<file path="config.mk">
export PLATFORM = sky130hd
export DESIGN_NAME = jtframe_sdram_ba0_arb
export DESIGN_NICKNAME = d
export VERILOG_FILES = /design/src/rtl/jtframe_sdram_ba0_arb.sv
export SDC_FILE = /design/constraint.sdc
export NUM_CORES = 1
export LEC_CHECK = 0
export CAP_MARGIN = 20
export CORE_UTILIZATION = 36
export CTS_CLUSTER_DIAMETER = 40
export DETAILED_ROUTE_END_ITERATION = 6
export PLACE_DENSITY = 0.81
export SYNTH_ARGS = -nofsm -noshare
export SYNTH_HDL_FRONTEND = slang
export SYNTH_SLANG_ARGS = --single-unit
</file>
<file path="constraint.sdc">
create_clock -name clk -period 2.6 [get_ports clk]
set_clock_uncertainty 0.1 [all_clocks]
set_input_delay 0.52 -clock clk [delete_from_list [all_inputs] [get_ports clk]]
set_output_delay 0.52 -clock clk [all_outputs]
set_load 0.01 [all_outputs]
</file>
<file path="src/rtl/jtframe_sdram_ba0_arb.sv">
// Round-robin arbiter sharing the SDRAM bank-0 read/write port among three requesters.
// The winning request is registered onto ba0_*; ack/rdy go back only to the granted requester.
module jtframe_sdram_ba0_arb #(
    parameter int unsigned AW = 22
) (
    input  logic          clk,
    input  logic          rst,
    input  logic          hold,

    input  logic [AW-1:0] rq0_addr,
    input  logic          rq0_rd,
    input  logic          rq0_wr,
    input  logic [15:0]   rq0_din,
    input  logic [1:0]    rq0_din_m,
    output logic          rq0_ack,
    output logic          rq0_rdy,

    input  logic [AW-1:0] rq1_addr,
    input  logic          rq1_rd,
    input  logic          rq1_wr,
    input  logic [15:0]   rq1_din,
    input  logic [1:0]    rq1_din_m,
    output logic          rq1_ack,
    output logic          rq1_rdy,

    input  logic [AW-1:0] rq2_addr,
    input  logic          rq2_rd,
    input  logic          rq2_wr,
    input  logic [15:0]   rq2_din,
    input  logic [1:0]    rq2_din_m,
    output logic          rq2_ack,
    output logic          rq2_rdy,

    output logic [AW-1:0] ba0_addr,
    output logic          ba0_rd,
    output logic          ba0_wr,
    output logic [15:0]   ba0_din,
    output logic [1:0]    ba0_din_m,
    input  logic          ba0_ack,
    input  logic          ba0_rdy,

    output logic [1:0]    gnt,
    output logic          busy
);

    typedef enum logic [1:0] {
        ST_IDLE  = 2'd0,
        ST_GRANT = 2'd1,
        ST_WAIT  = 2'd2
    } state_t;

    state_t        state, state_nxt;
    logic [1:0]    sel, sel_nxt;
    logic [1:0]    last, last_nxt;
    logic [1:0]    gnt_nxt;
    logic [AW-1:0] addr_nxt;
    logic          rd_nxt, wr_nxt;
    logic [15:0]   din_nxt;
    logic [1:0]    din_m_nxt;

    logic [2:0]    req;
    logic [1:0]    pick;
    logic          pick_vld;
    logic [1:0]    src;
    logic [AW-1:0] m_addr;
    logic          m_rd, m_wr;
    logic [15:0]   m_din;
    logic [1:0]    m_din_m;
    logic          ack_fwd, rdy_fwd;

    assign req = {rq2_rd | rq2_wr, rq1_rd | rq1_wr, rq0_rd | rq0_wr};

    // Cyclic search starting just after the last granted index
    always_comb begin
        pick     = 2'd0;
        pick_vld = 1'b1;
        case (last)
            2'd0: begin
                if      (req[1]) pick = 2'd1;
                else if (req[2]) pick = 2'd2;
                else if (req[0]) pick = 2'd0;
                else             pick_vld = 1'b0;
            end
            2'd1: begin
                if      (req[2]) pick = 2'd2;
                else if (req[0]) pick = 2'd0;
                else if (req[1]) pick = 2'd1;
                else             pick_vld = 1'b0;
            end
            default: begin
                if      (req[0]) pick = 2'd0;
                else if (req[1]) pick = 2'd1;
                else if (req[2]) pick = 2'd2;
                else             pick_vld = 1'b0;
            end
        endcase
    end

    // In IDLE the candidate is the pick; otherwise it is the granted requester
    assign src = (state == ST_IDLE) ? pick : sel;

    always_comb begin
        case (src)
            2'd0: begin
                m_addr = rq0_addr; m_rd = rq0_rd; m_wr = rq0_wr;
                m_din  = rq0_din;  m_din_m = rq0_din_m;
            end
            2'd1: begin
                m_addr = rq1_addr; m_rd = rq1_rd; m_wr = rq1_wr;
                m_din  = rq1_din;  m_din_m = rq1_din_m;
            end
            default: begin
                m_addr = rq2_addr; m_rd = rq2_rd; m_wr = rq2_wr;
                m_din  = rq2_din;  m_din_m = rq2_din_m;
            end
        endcase
    end

    // Next-state and registered bank-0 port values
    always_comb begin
        state_nxt = state;
        sel_nxt   = sel;
        last_nxt  = last;
        gnt_nxt   = gnt;
        addr_nxt  = ba0_addr;
        rd_nxt    = ba0_rd;
        wr_nxt    = ba0_wr;
        din_nxt   = ba0_din;
        din_m_nxt = ba0_din_m;
        case (state)
            ST_IDLE: begin
                if (pick_vld && !hold) begin
                    sel_nxt   = pick;
                    last_nxt  = pick;
                    gnt_nxt   = pick;
                    addr_nxt  = m_addr;
                    rd_nxt    = m_rd & ~m_wr;
                    wr_nxt    = m_wr;
                    din_nxt   = m_din;
                    din_m_nxt = m_din_m;
                    state_nxt = ST_GRANT;
                end
            end
            ST_GRANT: begin
                if (ba0_ack) begin
                    if (ba0_rdy) begin
                        rd_nxt    = 1'b0;
                        wr_nxt    = 1'b0;
                        state_nxt = ST_IDLE;
                    end else begin
                        state_nxt = ST_WAIT;
                    end
                end else if (!m_rd && !m_wr) begin
                    rd_nxt    = 1'b0;
                    wr_nxt    = 1'b0;
                    state_nxt = ST_IDLE;
                end else begin
                    addr_nxt  = m_addr;
                    rd_nxt    = m_rd & ~m_wr;
                    wr_nxt    = m_wr;
                    din_nxt   = m_din;
                    din_m_nxt = m_din_m;
                end
            end
            ST_WAIT: begin
                if (ba0_rdy) begin
                    rd_nxt    = 1'b0;
                    wr_nxt    = 1'b0;
                    state_nxt = ST_IDLE;
                end
            end
            default: begin
                rd_nxt    = 1'b0;
                wr_nxt    = 1'b0;
                state_nxt = ST_IDLE;
            end
        endcase
    end

    always_ff @(posedge clk) begin
        if (rst) begin
            state     <= ST_IDLE;
            sel       <= 2'd0;
            last      <= 2'd2;
            gnt       <= 2'd3;
            busy      <= 1'b0;
            ba0_addr  <= '0;
            ba0_rd    <= 1'b0;
            ba0_wr    <= 1'b0;
            ba0_din   <= 16'd0;
            ba0_din_m <= 2'd0;
        end else begin
            state     <= state_nxt;
            sel       <= sel_nxt;
            last      <= last_nxt;
            gnt       <= gnt_nxt;
            busy      <= (state_nxt != ST_IDLE);
            ba0_addr  <= addr_nxt;
            ba0_rd    <= rd_nxt;
            ba0_wr    <= wr_nxt;
            ba0_din   <= din_nxt;
            ba0_din_m <= din_m_nxt;
        end
    end

    // Zero-latency strobe return; rdy in GRANT only counts alongside its ack
    assign ack_fwd = !rst && (state == ST_GRANT) && ba0_ack;
    assign rdy_fwd = !rst && ba0_rdy &&
                     ((state == ST_WAIT) || ((state == ST_GRANT) && ba0_ack));

    assign rq0_ack = ack_fwd && (sel == 2'd0);
    assign rq1_ack = ack_fwd && (sel == 2'd1);
    assign rq2_ack = ack_fwd && (sel == 2'd2);
    assign rq0_rdy = rdy_fwd && (sel == 2'd0);
    assign rq1_rdy = rdy_fwd && (sel == 2'd1);
    assign rq2_rdy = rdy_fwd && (sel == 2'd2);

endmodule

</file>
==> flow_summary_export.csv <==
group,metric,value,unit
power_and_ir_drop,p_leak,2.06,nW
grt,met2_usage,0.376,
cells_and_area,final_cell_mix,"169 x clkdlybuf4s50_1, 53 x nor2_1, 49 x dfxtp_1",
synthesis,syn_area,0.00271,mm^2
synthesis,synth_seq_cells,49,
synthesis,async_flop_share,0,
sta,rsz0062_at_grt,"no",
sta,min_period,2.45,ns
worst_hold_path,hold_start,"ba0_wr$_SDFFE_PP0P_",
worst_setup_path,critPathLaunchType,"input pin",
cells_and_area,fin_util,0.701,
synthesis,syn_nets,443,
grt,overflow,0,
sta,finalHoldViolations,0,
worst_setup_path,cpMaxStageDelayCell,"or4_4",
floorplanning,pin_count,182,
synthesis,synth_edf_count,0,
floorplanning,std_cell_rows,31,
sta,worstMarginPinSlew,0.358,ns
floorplanning,core,0.00725,mm^2
clock_tree,clkTransAtPathRegs,0.09,ns
clock_tree,clockBufferDepth,2,
cells_and_area,final_nets,642,
clock_tree,clk_latency,0.30,ns
grt,grt_usage,0.209,
sta,setup_ws,0.155,ns
detailed_routing,drt_pass1_iterations,4,
worst_setup_path,max_stage_delay,0.55,ns
grt,antenna_found_initial,0,
power_and_ir_drop,peakVddDrop,0.300,mV
job,max_cap_viol_count,0,
worst_setup_path,path_class,"in2reg",
grt,grt_pass1_vias,2713,
worst_setup_path,cp_data_required_time,2.75,ns
grt,grt_pass1_wl,12800,um
worst_setup_path,end_kind,"flop",
worst_setup_path,crit_fanout,5,
outcome,outcome,"complete, no violations",
synthesis,post_synth_num_cell_types,39,
placement,pre_cts_ws,-0.329,ns
clock_tree,cts_sinks,49,
synthesis,synth_top_flop_cell,"dfxtp_1",
worst_setup_path,critPathLaunch,"rq1_wr",
sta,final_max_slew_viol_count,0,
detailed_routing,vias_per_cell,5.03,
detailed_routing,num_vias,3074,
synthesis,synthCells,312,
cells_and_area,n_antenna_cell,0,
placement,dp_hpwl,6860,um
sta,relSlewSlack,0.759,
clock_tree,htreeDepth,2,
floorplanning,die_y,88.8,um
clock_tree,cts_made_buffers,5,
worst_hold_path,hp-class,"reg2reg",
cells_and_area,syn2layout_area_growth,87.4,%
detailed_routing,drc_errors,0,
worst_setup_path,cp_cell_sequence,"dlymetal6s2s_1 -> or2_4 -> a221oi_4 -> nor2_2 -> or4_4 -> a31oi_4 -> buf_6 -> clkbuf_16 -> a22o_1",
detailed_routing,wire_per_inst,14.6,um
detailed_routing,totalWireLength,8950,um
synthesis,yosysSeqAreaShare,0.361,
cells_and_area,drive_gt1_frac,0.113,
placement,post_dp_cell_area,0.00484,mm^2
power_and_ir_drop,finalPower,2.52,mW
floorplanning,dieArea,0.00789,mm^2
grt,use_met1,0.253,
synthesis,synth_warnings,0,
detailed_routing,postRouteAntennaNets,0,
placement,gp_congestion,0.815,
clock_tree,clockRootBuffer,"clkbuf_8",
sta,setup_viol,0,
power_and_ir_drop,power_density,496,mW/mm^2
detailed_routing,drtIter0Drc,87,
grt,grt_max_degree,47,
cells_and_area,layout_commonest_cell,"clkdlybuf4s50_1",
worst_setup_path,rr_startpoint,"state[0]$_SDFF_PP0_",
placement,io_buffer_count,181,
grt,met3_usage,0.0532,
grt,grt-busiest-layer,"met2",
clock_tree,cts_tree,"built",
sta,fmax,409,MHz
sta,hold_ws,0.362,ns
synthesis,syn_avg_cell_area,8.70,um^2
floorplanning,die_x,88.8,um
worst_setup_path,arrival,2.59,ns
floorplanning,start_util,0.374,
sta,fin_crit_sh,0.941,
cells_and_area,final_cell_area,0.00509,mm^2
==> flip-flops by register name (all words and copies together) (netlist names) <==
register,flops
ba0_din_m,2
state,2
ba0_din,16
gnt,2
busy,1
sel,2
ba0_rd,1
ba0_addr,22
ba0_wr,1
==> per-layer routing <==
metal  wire, um  vias to the layer above  part of all wire
li1           -                     1538                 -
met4         57                        0            0.0064
met1       3680                     1402              0.41
met3        775                        6             0.087
met2       4430                      128              0.50
met5          0                        -                 0
==> through the flow <==
| step | TNS (ns) | std cells |
|---|---|---|
| after floorplan | 0 | 312 |
| after global routing | 0 | 611 |
| after CTS | 0 | 603 |
| after detailed placement | -13.64 | 595 |
| final | 0 | 611 |
| after global placement | -12.12 | 595 |
==> cells by family (layout without fill, tap and decap cells) <==
kind of cell / after synthesis / in the layout / share of synthesized area
buf+inv: 27 / 227 / 0.0544
flops: 49 / 49 / 0.361
compound gates: 111 / 111 / 0.293
mux: 40 / 40 / 0.148
simple gates: 85 / 85 / 0.144
==> worst paths after layout <==
path / to / slack, ns / cells past startpoint
min: ba0_wr$_SDFFE_PP0P_ / 0.36 / 2
max: ba0_addr[14]$_SDFFE_PP0P_ / 0.15 / 9
min reg2reg: ba0_wr$_SDFFE_PP0P_ / 0.36 / 2
max reg2reg: ba0_addr[14]$_SDFFE_PP0P_ / 0.16 / 8
==> power breakdown <==
group          internal (mW)  leakage (nW)  switching (mW)
combinational          0.676          1.61           0.460
sequential             0.855         0.403          0.0629
clock                  0.196        0.0423           0.272
total                   1.73          2.06           0.795
==> area by class of cell <==
class | count | area (um^2)
repair buffers | 217 | 2250
fillers | 551 | 2170
multi-input cells | 236 | 1630
flip-flops and latches | 49 | 981
well taps | 99 | 124
clock buffers | 5 | 68.8
clock inverters | 3 | 26.3
inverters | 2 | 7.51
==> Yosys cell counts, types with 2 or more instances <==
library cell,count,area (um^2)
or2_1,2,12.5
buf_6,5,56.3
or2_2,2,12.5
buf_1,2,7.51
dfxtp_1,49,981
nor2b_1,2,12.5
a21oi_1,48,240
nor3_1,4,20.0
nand3b_1,2,15.0
clkbuf_1,13,48.8
nand2b_1,6,37.5
buf_2,4,20.0
a21o_1,2,15.0
a22o_1,40,350
nor2_2,2,12.5
a31oi_1,2,12.5
a211o_1,2,17.5
inv_1,2,7.51
o21ai_0,5,25.0
nor3b_1,2,15.0
nor2_1,53,199
nand2_1,6,22.5
mux2i_1,40,400
a211oi_1,2,15.0
==> repair_timing <==
item	in CTS	in global routing
setup buffers	0	4
pin swaps	1	6
gates resized for setup	7	14
hold buffers	0	0
cloned	0	4
endpoints found under the setup margin	12	41
endpoints found under the hold margin	0	0
==> worst max-delay path: cells and delay by family <==
family	cells	cell delay, ns
compound gates	3	0.75
simple gates	3	0.90
buf+inv	3	0.42
Power figures use the tool's default switching activity.
